<file path="config.mk">
export PLATFORM = sky130hd
export DESIGN_NAME = x_word_serialiser
export DESIGN_NICKNAME = d
export VERILOG_FILES = /design/src/rtl/x_word_serialiser.sv
export SDC_FILE = /design/constraint.sdc
export NUM_CORES = 1
export LEC_CHECK = 0
export CAP_MARGIN = 0
export CORE_MARGIN = 2
export CORE_UTILIZATION = 55
export CTS_CLUSTER_DIAMETER = 40
export DETAILED_ROUTE_END_ITERATION = 8
export DONT_BUFFER_PORTS = 1
export PLACE_DENSITY_LB_ADDON = 0.1
export SLEW_MARGIN = 10
export SYNTH_ARGS = -nofsm -noshare
export SYNTH_HDL_FRONTEND = slang
export SYNTH_SLANG_ARGS = --single-unit
</file>
<file path="constraint.sdc">
create_clock -name i_clk -period 1.35 [get_ports i_clk]
set_clock_uncertainty 0.05 [all_clocks]
set_input_delay 0.27 -clock i_clk [delete_from_list [all_inputs] [get_ports i_clk]]
set_output_delay 0.27 -clock i_clk [all_outputs]
set_load 0.01 [all_outputs]
</file>
<file path="src/rtl/x_word_serialiser.sv">
// Parallel-load word to LSB-first byte stream with valid/accept.
// Valid drops for one cycle after each accept, so it never depends on accept.
module x_word_serialiser #(
  parameter int p_bytes = 4,
  parameter int p_len_w = $clog2(p_bytes + 1)
) (
  input  logic                 i_clk,
  input  logic                 i_rst_n,
  input  logic                 i_load,
  input  logic [8*p_bytes-1:0] i_data,
  input  logic [p_len_w-1:0]   i_len,
  output logic                 o_valid,
  output logic [7:0]           o_data,
  input  logic                 i_accept,
  output logic                 o_done
);

  logic [8*p_bytes-1:0] data_q, data_d;
  logic [p_len_w-1:0]   rem_q, rem_d;
  logic                 valid_q, valid_d;

  always_comb begin
    data_d  = data_q;
    rem_d   = rem_q;
    valid_d = valid_q;
    if (i_load) begin
      data_d  = i_data;
      rem_d   = i_len;
      valid_d = (i_len != '0);
    end else if (valid_q && i_accept) begin
      data_d  = data_q >> 8;
      rem_d   = rem_q - 1'b1;
      valid_d = 1'b0;
    end else if (rem_q != '0) begin
      valid_d = 1'b1;
    end
  end

  always_ff @(posedge i_clk or negedge i_rst_n) begin
    if (!i_rst_n) begin
      data_q  <= '0;
      rem_q   <= '0;
      valid_q <= 1'b0;
    end else begin
      data_q  <= data_d;
      rem_q   <= rem_d;
      valid_q <= valid_d;
    end
  end

  assign o_valid = valid_q;
  assign o_data  = data_q[7:0];
  assign o_done  = valid_q && i_accept &&
                   (rem_q == p_len_w'(1));

endmodule

</file>
* Word-level counts from Yosys, hierarchy flattened
Cells that the tools add are included.
** Cells by class
- Add/sub/neg operators :: 1
- Reductions and logical operators :: 6
- Mux-type cells :: 7
- Equal/unequal tests :: 1
** Operators with widths (number)
- $mux W32 :: 2
- $reduce_bool A3 Y1 :: 3
- $mux W3 :: 2
- $eq A3 B1 Y1 const B :: 1
- $mux W1 :: 3
- $sub A3 B1 Y3 const B :: 1
- $logic_and A1 B1 Y1 :: 2
- $reduce_bool A2 Y1 :: 1
** Storage, ports and cells
- Bits in registers :: 36
- Output and inout port bits :: 10

* Logic depth before layout (Yosys ltp)
Gate-level depths: netlist (run 1).
- Depth in word-level cells :: 4
- Gate-level depth with buffers :: 5

* Least setup slack after synthesis (run 1)
No wires, ideal clock.
- Kind :: reg-to-output
- From :: register valid_q, in the netlist o_valid
- To :: output o_done
- Data required time :: 1.030 ns
- Cell stages (with the launch flop) :: 4
- Path slack :: -0.072 ns
- Arrival :: 1.102 ns
- Path buffers :: 1
- Cells stage by stage :: dfrtp_1 > nand2_4 > buf_4 > nor3b_1
** Between the ends
- Word-level cells in the longest chain between the ends :: 2
** Ends and longest elaborated chain
- start, declared :: line 20 : logic valid_q, valid_d;
- start signal, assigned :: line 47 : valid_q <= valid_d;
- $logic_and A1 B1 Y1 (2 in series) :: line 53 : assign o_done = valid_q && i_accept &&
- end, declared :: line 15 : output logic o_done
Every way passes these cells.

* Worst setup path in the final report (run 1)
- From :: register rem_q[1]
- To :: output o_done
** Between the ends
- Word-level cells in the longest chain between the ends :: 2
** Ends and longest elaborated chain
- start, declared :: line 19 : logic [p_len_w-1:0] rem_q, rem_d;
- start signal, assigned :: line 46 : rem_q <= rem_d;
- $eq A3 B1 Y1 :: line 54 : (rem_q == p_len_w'(1));
- $logic_and A1 B1 Y1 :: line 53
Every way passes these cells.

==> results of run 1 <==
## flip-flops by register name, summed over array words and instances, names as in the netlist
name / count
data_q: 32
rem_q: 3
o_valid: 1
## synthesized netlist by cell type, types with 2 or more instances
library cell	number
sky130_fd_sc_hd__buf_4	9
sky130_fd_sc_hd__ha_1	3
sky130_fd_sc_hd__clkbuf_1	7
sky130_fd_sc_hd__o21ai_0	15
sky130_fd_sc_hd__a21oi_1	3
sky130_fd_sc_hd__mux2i_1	24
sky130_fd_sc_hd__inv_1	2
sky130_fd_sc_hd__o21ai_1	19
sky130_fd_sc_hd__dfrtp_1	36
sky130_fd_sc_hd__nand2_1	42
## metrics by stage
step	setup slack [ps]	area (sq um)	util, %	cells
after CTS	-132	1850	61.2	212
final	-142	1880	61.9	214
after global routing	-204	1880	61.9	214
after floorplan	26.4	1730	-	172
after detailed placement	40.7	1720	56.7	201
after global placement	98.6	1720	56.7	201
## layout by cell type (no fill, tap or decap), types with 2 or more instances in the layout
cell,Yosys,final
sky130_fd_sc_hd__o21ai_0,15,15
sky130_fd_sc_hd__nand2_1,42,42
sky130_fd_sc_hd__ha_1,3,2
sky130_fd_sc_hd__mux2i_1,24,24
sky130_fd_sc_hd__dfrtp_1,36,36
sky130_fd_sc_hd__buf_12,0,3
sky130_fd_sc_hd__a21oi_1,3,2
sky130_fd_sc_hd__o21ai_1,19,19
sky130_fd_sc_hd__buf_4,9,4
sky130_fd_sc_hd__clkbuf_4,0,5
sky130_fd_sc_hd__dlygate4sd3_1,0,2
## report_power, final
| part | internal (mW) | switching (mW) | leakage [nW] |
|---|---|---|---|
| Sequential | 1.19 | 0.0904 | 0.439 |
| Clock | 0.388 | 0.352 | 0.0422 |
| Combinational | 0.180 | 0.169 | 0.423 |
| Total | 1.76 | 0.612 | 0.904 |
## worst paths after layout
kind,cells after the start,slack [ps],to,start
setup / recovery,3,-140,o_done,rem_q[1]
hold / removal,1,-40,data_q[20],i_load
setup reg to reg,6,-100,o_valid,rem_q[1]
hold reg to reg,2,490,data_q[29],data_q[29]
max in group asynchronous,2,750,data_q[22],i_rst_n
min in group asynchronous,2,320,data_q[8],i_rst_n
## logic make-up (layout without fill, tap and decap cells)
family          Yosys count  after routing  share of synthesized area (%)
fa+ha+maj                 3              3                           2.18
flops                    36             36                           52.2
xor+xnor                  2              2                           1.02
buf+inv                  21             19                           7.69
compound gates           39             39                           11.7
mux                      24             24                           13.9
simple gates             47             47                           11.3
## repair_timing
| item | in CTS | in global routing |
|---|---|---|
| gates resized for setup | 5 | 1 |
| hold buffers | 2 | 1 |
| endpoints found under the hold margin | 72 | 36 |
| pin swaps | 1 | 1 |
| setup buffers | 1 | 1 |
| setup endpoints to repair | 1 | 4 |
## layout make-up
type	instances	area (sq um)	area share [%]
clock inverter	2	35.0	1.87
clock buffer	6	41.3	2.20
sequential	36	901	48.0
inverter	2	7.51	0.400
timing repair buffer	9	110	5.87
tap	44	55.1	2.94
multi-input combinational	115	726	38.7
## critical path: stages (launching register included)
cell                      delay, ps
sky130_fd_sc_hd__dfrtp_1        420
sky130_fd_sc_hd__inv_2           90
sky130_fd_sc_hd__ha_4           120
sky130_fd_sc_hd__nor3b_4        210
## metal layers
layer / GRT usage, % / wire [um] / vias to the layer above / part of all wire (%)
met3: 7.58 / 206 / 7 / 6.6
met5: 0 / 0 / - / 0
li1: - / - / 567 / -
met1: 24.8 / 1400 / 530 / 45
met2: 26.4 / 1460 / 36 / 47
met4: 7.94 / 54 / 0 / 1.7
==> summary.md, run 1 <==
| Metric | Value |
|---|---|
| Outcome | complete, but fails checks |
| Violated checks | hold timing, setup timing |
| Proportion of layout cells with a drive suffix above 1 | 11.8% |
| Setup TNS Final | -241 ps |
| Synthesis Warnings | 0 |
| Top flip-flop cell by instance count after synthesis | sky130_fd_sc_hd__dfrtp_1 |
| Maximum number of pins on one net before global-route repair | 73 |
| Shortest clock period the worst path allows after layout | 1490 ps |
| Number of remaining DRC errors | 0 |
| Total standard cell area after synthesis | 1730 sq um |
| Critical path start-end classification | reg -> out |
| Count of final setup violators | 2 |
| Worst Max-Slew Pin Slew | 229 ps |
| First-pass GRT wire length | 4810 um |
| Flip-flop and latch count after synthesis | 36 |
| Post-synth EDFFs | 0 |
| Crit share post-route | 111% |
| Number of clock sinks | 36 |
| CTS clock-pin slew for the worst setup and hold paths | 110 ps |
| Core Region | 3030 sq um |
| TritonCTS buffer count | 5 |
| Max-slew violation count | 0 |
| Sort of element at the start of the critical path | flip-flop |
| DRT antenna net count | 0 |
| Average cell area after synthesis | 10.0 sq um |
| Worst min path class | in -> reg |
| Most area-hungry cell type in the Yosys netlist | sky130_fd_sc_hd__dfrtp_1 |
| Chip Height | 60.0 um |
| Element type at the critical path end | output pin |
| Horizontal die dimension | 60.0 um |
| Final-report hold violation count | 35 |
| Clock network latency to the later pin of the worst-skew pair | 340 ps |
| Maximum clock insertion buffer count | 2 |
| Diode insertion count for antenna repair | 0 |
| Max-Slew Margin vs Limit | 84.7% |
| Vias per Instance | 5.33 |
| Total congestion overflow | 0 |
| Number of H-tree levels | 2 |
| Vias in the first global route | 1035 |
| Final HPWL from detailed placement | 1980 um |
| Setup slack after layout | -142 ps |
| Antenna violations before repair | 0 |
| Number of I/O port buffers | 0 |
| Wirelength per Cell | 14.6 um |
| Final #Nets | 211 |
| Worst IR Drop VDD | 0.677 mV |
| Placement Rows | 20 |
| Initial core utilization | 57.0% |
| CTS tree | yes |
| Unique masters post-synth | 22 |
| Total iterations of the first detailed-routing run | 4 |
| All-layer global routing usage | 18.5% |
| Detailed-route via count | 1140 |
| Layout overhead on the synthesized area | 8.70% |
| Final-layout worst hold slack | -35.1 ps |
| Max Clock Freq | 670 MHz |
| Sequential element share of the synthesized area | 52.2% |
| Post-layout total power | 2.37 mW |
| Synthesized netlist net count | 214 |
| Proportion of register bits with asynchronous set or reset after synthesis | 100% |
| Worst-path maximum fanout | 2 |
| Count of maximum capacitance violations | 0 |
| Number of DRC violations after detailed-routing iteration 0 | 32 |
| Cell at the root of the clock tree | sky130_fd_sc_hd__clkbuf_4 |
| Leakage | 0.904 nW |
| RSZ-0062 raised after global routing | true |
| Share of Yosys cell area claimed by the top area cell type | 52.2% |
| Top cells by area, synth | sky130_fd_sc_hd__dfrtp_1 52%, sky130_fd_sc_hd__mux2i_1 14%, sky130_fd_sc_hd__nand2_1 9.1%, sky130_fd_sc_hd__o21ai_1 5.5%, sky130_fd_sc_hd__o21ai_0 4.4% |
| Required time reported for the critical path endpoint | 1030 ps |
| Gate Count Post-Synth | 172 |
| Pwr/cell area | 1260 nW/um^2 |
| Critical path data arrival time | 1170 ps |
| GPL Wtd Cong | 0.882 |
| Die Footprint | 3600 sq um |
| # fillers | 258 |
| IO Count | 49 |
| Total detailed-routing wirelength | 3120 um |
(Power assumes the default switching activity.)
==> inputs of run 2 (changes only) <==
==> constraint.sdc (replaced) <==
create_clock -name i_clk -period 1.35 [get_ports i_clk]
set_clock_uncertainty 0.05 [all_clocks]
set_input_delay 0.27 -clock i_clk [delete_from_list [all_inputs] [get_ports i_clk]]
set_output_delay 0.27 -clock i_clk [all_outputs]
set_load 0.05 [all_outputs]
==> run 2 against run 1 <==
Against the previous run:
- the run still ends with hold timing, setup timing left
- design area rose by 3.3%
- sequential power rose by 4%
- critical path type unchanged
- clock power barely moved
- final cell count rose by 1.9%
- critical endpoint unchanged
- register-to-register slack got worse by 40 ps
- power rose by 5.6%
- global-route usage rose by 0.87 points
- hold slack got worse by 10 ps
==> summary.md, run 2 (synthesized netlist as in run 1, its figures left out) <==
| Metric | Value |
|---|---|
| Diode insertion count for antenna repair | 0 |
| Commonest non-fill, non-tap cells in the layout | 42 x sky130_fd_sc_hd__nand2_1, 30 x sky130_fd_sc_hd__dfrtp_1, 24 x sky130_fd_sc_hd__mux2i_1 |
| Worst-path maximum fanout | 2 |
| Initial core utilization | 57.0% |
| Cell at the root of the clock tree | sky130_fd_sc_hd__clkbuf_4 |
| Post-layout total power | 2.50 mW |
| Final HPWL from detailed placement | 1960 um |
| All-layer global routing usage | 19.4% |
| Chip Height | 60.0 um |
| Net switching power of the design | 0.713 mW |
| Flip-flop and latch area | 908 sq um |
| Number of remaining DRC errors | 0 |
| Pwr/cell area | 1290 nW/um^2 |
| Number of I/O port buffers | 0 |
| Wirelength per Cell | 13.7 um |
| TritonCTS buffer count | 5 |
| Maximum number of pins on one net before global-route repair | 73 |
| Final #Nets | 215 |
| Worst Max-Slew Pin Slew | 262 ps |
| Critical path data arrival time | 1300 ps |
| Total iterations of the first detailed-routing run | 4 |
| DRT antenna net count | 0 |
| Global routing usage on met1 | 26.4% |
| Layout overhead on the synthesized area | 12.3% |
| Count of final setup violators | 2 |
| Count of maximum capacitance violations | 0 |
| End of the worst register-to-register path | o_valid |
| Instance count after placement with tap cells included | 205 |
| Sequential power share | 53.2% |
| Maximum clock insertion buffer count | 2 |
| Worst reg-to-reg setup slack | -140 ps |
| Shortest clock period the worst path allows after layout | 1620 ps |
| Number of clock sinks | 36 |
| Sort of element at the start of the critical path | flip-flop |
| Leakage | 0.922 nW |
| Number of H-tree levels | 2 |
| Proportion of layout cells with a drive suffix above 1 | 19.0% |
| Grt peak-use layer | met2 |
| Required time reported for the critical path endpoint | 1030 ps |
| Vias per Instance | 5.16 |
| Number of standard cells in the final layout excluding fillers | 218 |
| Core Region | 3030 sq um |
| Die Footprint | 3600 sq um |
| Worst IR Drop VDD | 1.08 mV |
| Setup crit start | rem_q[1] |
| Most common library cell in the layout ignoring fill and taps | sky130_fd_sc_hd__nand2_1 |
| GPL Wtd Cong | 0.780 |
| Horizontal die dimension | 60.0 um |
| Hold buffers post-CTS | 2 |
| Grt met2 use | 27.0% |
| First-pass GRT wire length | 5020 um |
| Placement Rows | 20 |
| Sw Ratio | 28.5% |
| Outcome | complete, but fails checks |
| CTS clock-pin slew for the worst setup and hold paths | 100 ps |
| Violated checks | hold timing, setup timing |
| Max-Slew Margin vs Limit | 82.5% |
| Final-layout worst hold slack | -45.3 ps |
| Total congestion overflow | 0 |
| Number of DRC violations after detailed-routing iteration 0 | 43 |
| Critical path start-end classification | reg -> out |
| Crit share post-route | 120% |
| Detailed-route via count | 1124 |
| IO Count | 49 |
| Hold Path Cell Cnt | 1 |
| Register with the highest flop count | data_q |
| CTS tree | yes |
| Reg2reg path depth | 7 |
| Clock group share of total power | 29.6% |
| Critical path capture point | o_done |
| Startpoint of the most critical register-to-register path | rem_q[1] |
| Element type at the critical path end | output pin |
| RSZ-0062 raised after global routing | true |
| Setup slack after layout | -271 ps |
| Grt met3 use | 5.19% |
| Power share of the combinational group | 17.2% |
| Antenna violations before repair | 0 |
| Final-report hold violation count | 32 |
| Max-slew violation count | 0 |
| # fillers | 264 |
| Max Clock Freq | 617 MHz |
| Worst min path class | in -> reg |
| Pre-CTS worst setup slack | 20.9 ps |
| P_int | 1.79 mW |
| Total area of multi-input combinational cells | 741 sq um |
| Number of flip-flops under the largest register name | 32 |
| Vias in the first global route | 1130 |
| Clock network latency to the later pin of the worst-skew pair | 340 ps |
| Total detailed-routing wirelength | 3000 um |
-- run 2: critical path: stages, from the launching register on --
cell                      delay, ps
sky130_fd_sc_hd__dfrtp_1        400
sky130_fd_sc_hd__inv_2           80
sky130_fd_sc_hd__ha_4           110
sky130_fd_sc_hd__nor3b_4        210
sky130_fd_sc_hd__buf_12         160
-- run 2: area by class of cell --
class                           count  area share (%)
Multi-Input combinational cell    115            38.2
Inverter                            2           0.388
Timing Repair Buffer               13            7.69
Clock buffer                        6            2.13
Tap cell                           44            2.84
Clock inverter                      2            1.81
Sequential cell                    36            46.9
-- run 2: worst min path at each step --
stage | slack, ps | from | endpoint
after floorplan | -80 | i_rst_n | data_q[0]
after global placement | -70 | i_rst_n | data_q[7]
after detailed placement | -70 | i_rst_n | data_q[7]
after CTS | -70 | i_load | o_valid
after global routing | -80 | i_load | data_q[8]
final | -50 | i_load | o_valid
-- run 2: timing repair --
item | CTS | global route
endpoints found under the hold margin | 71 | 35
setup endpoints to repair | 1 | 10
resized for setup | 9 | 9
buffers inserted | 3 | 2
pin swaps | 3 | 1
-- run 2: power groups by stage --
| stage | Combinational [mW] | Clock (mW) | Sequential, mW |
|---|---|---|---|
| 6_report | 0.430 | 0.741 | 1.33 |
| 5_1_grt | 0.485 | 0.821 | 1.35 |
| 4_1_cts | 0.430 | 0.762 | 1.33 |
| 3_5_place_dp | 0.359 | 0 | 1.35 |
| 3_3_place_gp | 0.346 | 0 | 1.34 |
| 2_1_floorplan | 0.410 | 0 | 1.27 |
-- run 2: layer usage --
layer / part of all wire (%) / vias up
li1: - / 575
met1: 49 / 507
met2: 42 / 37
met3: 7.3 / 5
met4: 1.6 / 0
met5: 0 / -
-- run 2: per-stage QoR --
stage	area (sq um)	setup TNS (ps)	hold WS, ps	util, %
floorplan	1740	-344	-75.6	-
global placement	1750	0	-74.8	57.9
detailed placement	1750	0	-74.8	57.9
CTS	1920	-550	-68.3	63.4
global route	1940	-598	-78.1	64.0
finish	1940	-413	-45.3	64.0
==> inputs of run 3 (changes only) <==
--- a/config.mk
+++ b/config.mk
@@ -8,6 +8,7 @@
 export CAP_MARGIN = 0
 export CORE_MARGIN = 2
 export CORE_UTILIZATION = 55
+export CTS_BUF_LIST = sky130_fd_sc_hd__clkbuf_2 sky130_fd_sc_hd__clkbuf_4 sky130_fd_sc_hd__clkbuf_8
 export CTS_CLUSTER_DIAMETER = 40
 export DETAILED_ROUTE_END_ITERATION = 8
 export DONT_BUFFER_PORTS = 1
==> run 3 against run 2 <==
Against the previous run:
- sequential power about the same
- core utilization increased by 0.12 points
- critical path depth stayed put
- the run still ends with hold timing, setup timing left
==> summary.md, run 3 (synthesized netlist as in run 1, its figures left out) <==
| Metric | Value |
|---|---|
| Outcome | complete, but fails checks |
| Violated checks | hold timing, setup timing |
| IO Count | 49 |
| Setup slack after layout | -272 ps |
| Detailed-route via count | 1121 |
| Final-report hold violation count | 32 |
| Clock network latency to the later pin of the worst-skew pair | 340 ps |
| Proportion of layout cells with a drive suffix above 1 | 19.5% |
| Setup TNS Final | -414 ps |
| Required time reported for the critical path endpoint | 1030 ps |
| Pwr/cell area | 1300 nW/um^2 |
| First-pass GRT wire length | 5000 um |
| Hold Path Cell Cnt | 1 |
| Max Clock Freq | 617 MHz |
| Number of H-tree levels | 2 |
| DRT antenna net count | 0 |
| All-layer global routing usage | 19.4% |
| Placement Rows | 20 |
| Source of the worst hold timing path | i_load |
| Register with the highest flop count | data_q |
| Number of flip-flops under the largest register name | 32 |
| Antenna violations before repair | 0 |
| Maximum number of pins on one net before global-route repair | 73 |
| Leakage | 0.926 nW |
| Vias per Instance | 5.14 |
| Number of DRC violations after detailed-routing iteration 0 | 38 |
| CTS tree | yes |
| Cell at the root of the clock tree | sky130_fd_sc_hd__clkbuf_4 |
| Element type at the critical path end | output pin |
| Most common library cell in the layout ignoring fill and taps | sky130_fd_sc_hd__nand2_1 |
| Count of maximum capacitance violations | 0 |
| Layout overhead on the synthesized area | 12.5% |
| Total congestion overflow | 0 |
| RSZ-0062 raised after global routing | true |
| Worst reg-to-reg setup slack | -140 ps |
| Diode insertion count for antenna repair | 0 |
| Final-layout worst hold slack | -45.7 ps |
| Vias in the first global route | 1128 |
| Wirelength per Cell | 13.7 um |
| Final #Nets | 215 |
| Critical path data arrival time | 1300 ps |
| Final HPWL from detailed placement | 1960 um |
| Max-Slew Margin vs Limit | 82.5% |
| Max-slew violation count | 0 |
| End of the worst register-to-register path | o_valid |
| Total detailed-routing wirelength | 2990 um |
| GPL Wtd Cong | 0.780 |
| Horizontal die dimension | 60.0 um |
| CTS clock-pin slew for the worst setup and hold paths | 100 ps |
| Worst IR Drop VDD | 1.08 mV |
| Post-layout total power | 2.52 mW |
| Number of I/O port buffers | 0 |
| Worst Max-Slew Pin Slew | 262 ps |
| Number of clock sinks | 36 |
| Maximum clock insertion buffer count | 2 |
| Hold-critical path endpoint | o_valid |
| Chip Height | 60.0 um |
| Worst-path maximum fanout | 2 |
| Pre-CTS worst setup slack | 20.9 ps |
| Sort of element at the start of the critical path | flip-flop |
| Shortest clock period the worst path allows after layout | 1620 ps |
| Initial core utilization | 57.0% |
| Critical path start-end classification | reg -> out |
| TritonCTS buffer count | 5 |
| Count of final setup violators | 2 |
| Startpoint of the most critical register-to-register path | rem_q[1] |
| Worst min path class | in -> reg |
| Die Footprint | 3600 sq um |
| Crit share post-route | 120% |
| Total iterations of the first detailed-routing run | 4 |
| Core Region | 3030 sq um |
| Commonest non-fill, non-tap cells in the layout | 42 x sky130_fd_sc_hd__nand2_1, 30 x sky130_fd_sc_hd__dfrtp_1, 24 x sky130_fd_sc_hd__mux2i_1 |
| Hold buffers post-CTS | 2 |
| Number of remaining DRC errors | 0 |
| Reg2reg path depth | 7 |
## run 3: cell type report
cell class,instances,area [sq um]
fillers,264,1090
clock inverters,2,35.0
well taps,44,55.1
inverters,2,7.51
repair buffers,13,149
clock buffers,6,45.0
flip-flops and latches,36,908
multi-input cells,115,741
## run 3: worst max-delay path, stage by stage, from the launching register on
cell and delay, ps:
sky130_fd_sc_hd__dfrtp_1 400, sky130_fd_sc_hd__inv_2 80, sky130_fd_sc_hd__ha_4 110, sky130_fd_sc_hd__nor3b_4 210
sky130_fd_sc_hd__buf_12 160
## run 3: layer usage
metal	part of all wire, %	track usage (%)	vias up
li1	-	-	575
met1	49	26.3	504
met2	42	27.0	37
met4	1.6	12.7	0
met3	7.3	5.19	5
met5	0	0	-
## run 3: stage by stage
step	std cells	utilization, %	cell area, sq um
2_1_floorplan	172	-	1740
3_3_place_gp	205	57.9	1750
3_5_place_dp	205	57.9	1750
4_1_cts	218	63.6	1920
5_1_grt	218	64.1	1940
6_report	218	64.1	1940
## run 3: how the worst max path moves through the flow
stage / endpoint / from / slack (ps)
after floorplan: o_done / o_valid / -340
after global placement: o_done / rem_q[1] / 80
after detailed placement: o_valid / rem_q[1] / 20
after CTS: o_done / rem_q[1] / -280
after global routing: o_done / rem_q[1] / -340
final: o_done / rem_q[1] / -270
## run 3: repair_timing
item / in CTS / in global routing
buffers inserted: 3 / 2
pin swaps: 3 / 1
gates resized for setup: 9 / 9
endpoints found under the setup margin: 1 / 10
endpoints found under the hold margin: 71 / 35
gates cloned: 0 / 0
## run 3: power by group
part / switching [mW] / internal [mW] / total (mW)
clock network: 0.351 / 0.408 / 0.759
registers: 0.139 / 1.19 / 1.33
logic: 0.222 / 0.208 / 0.430
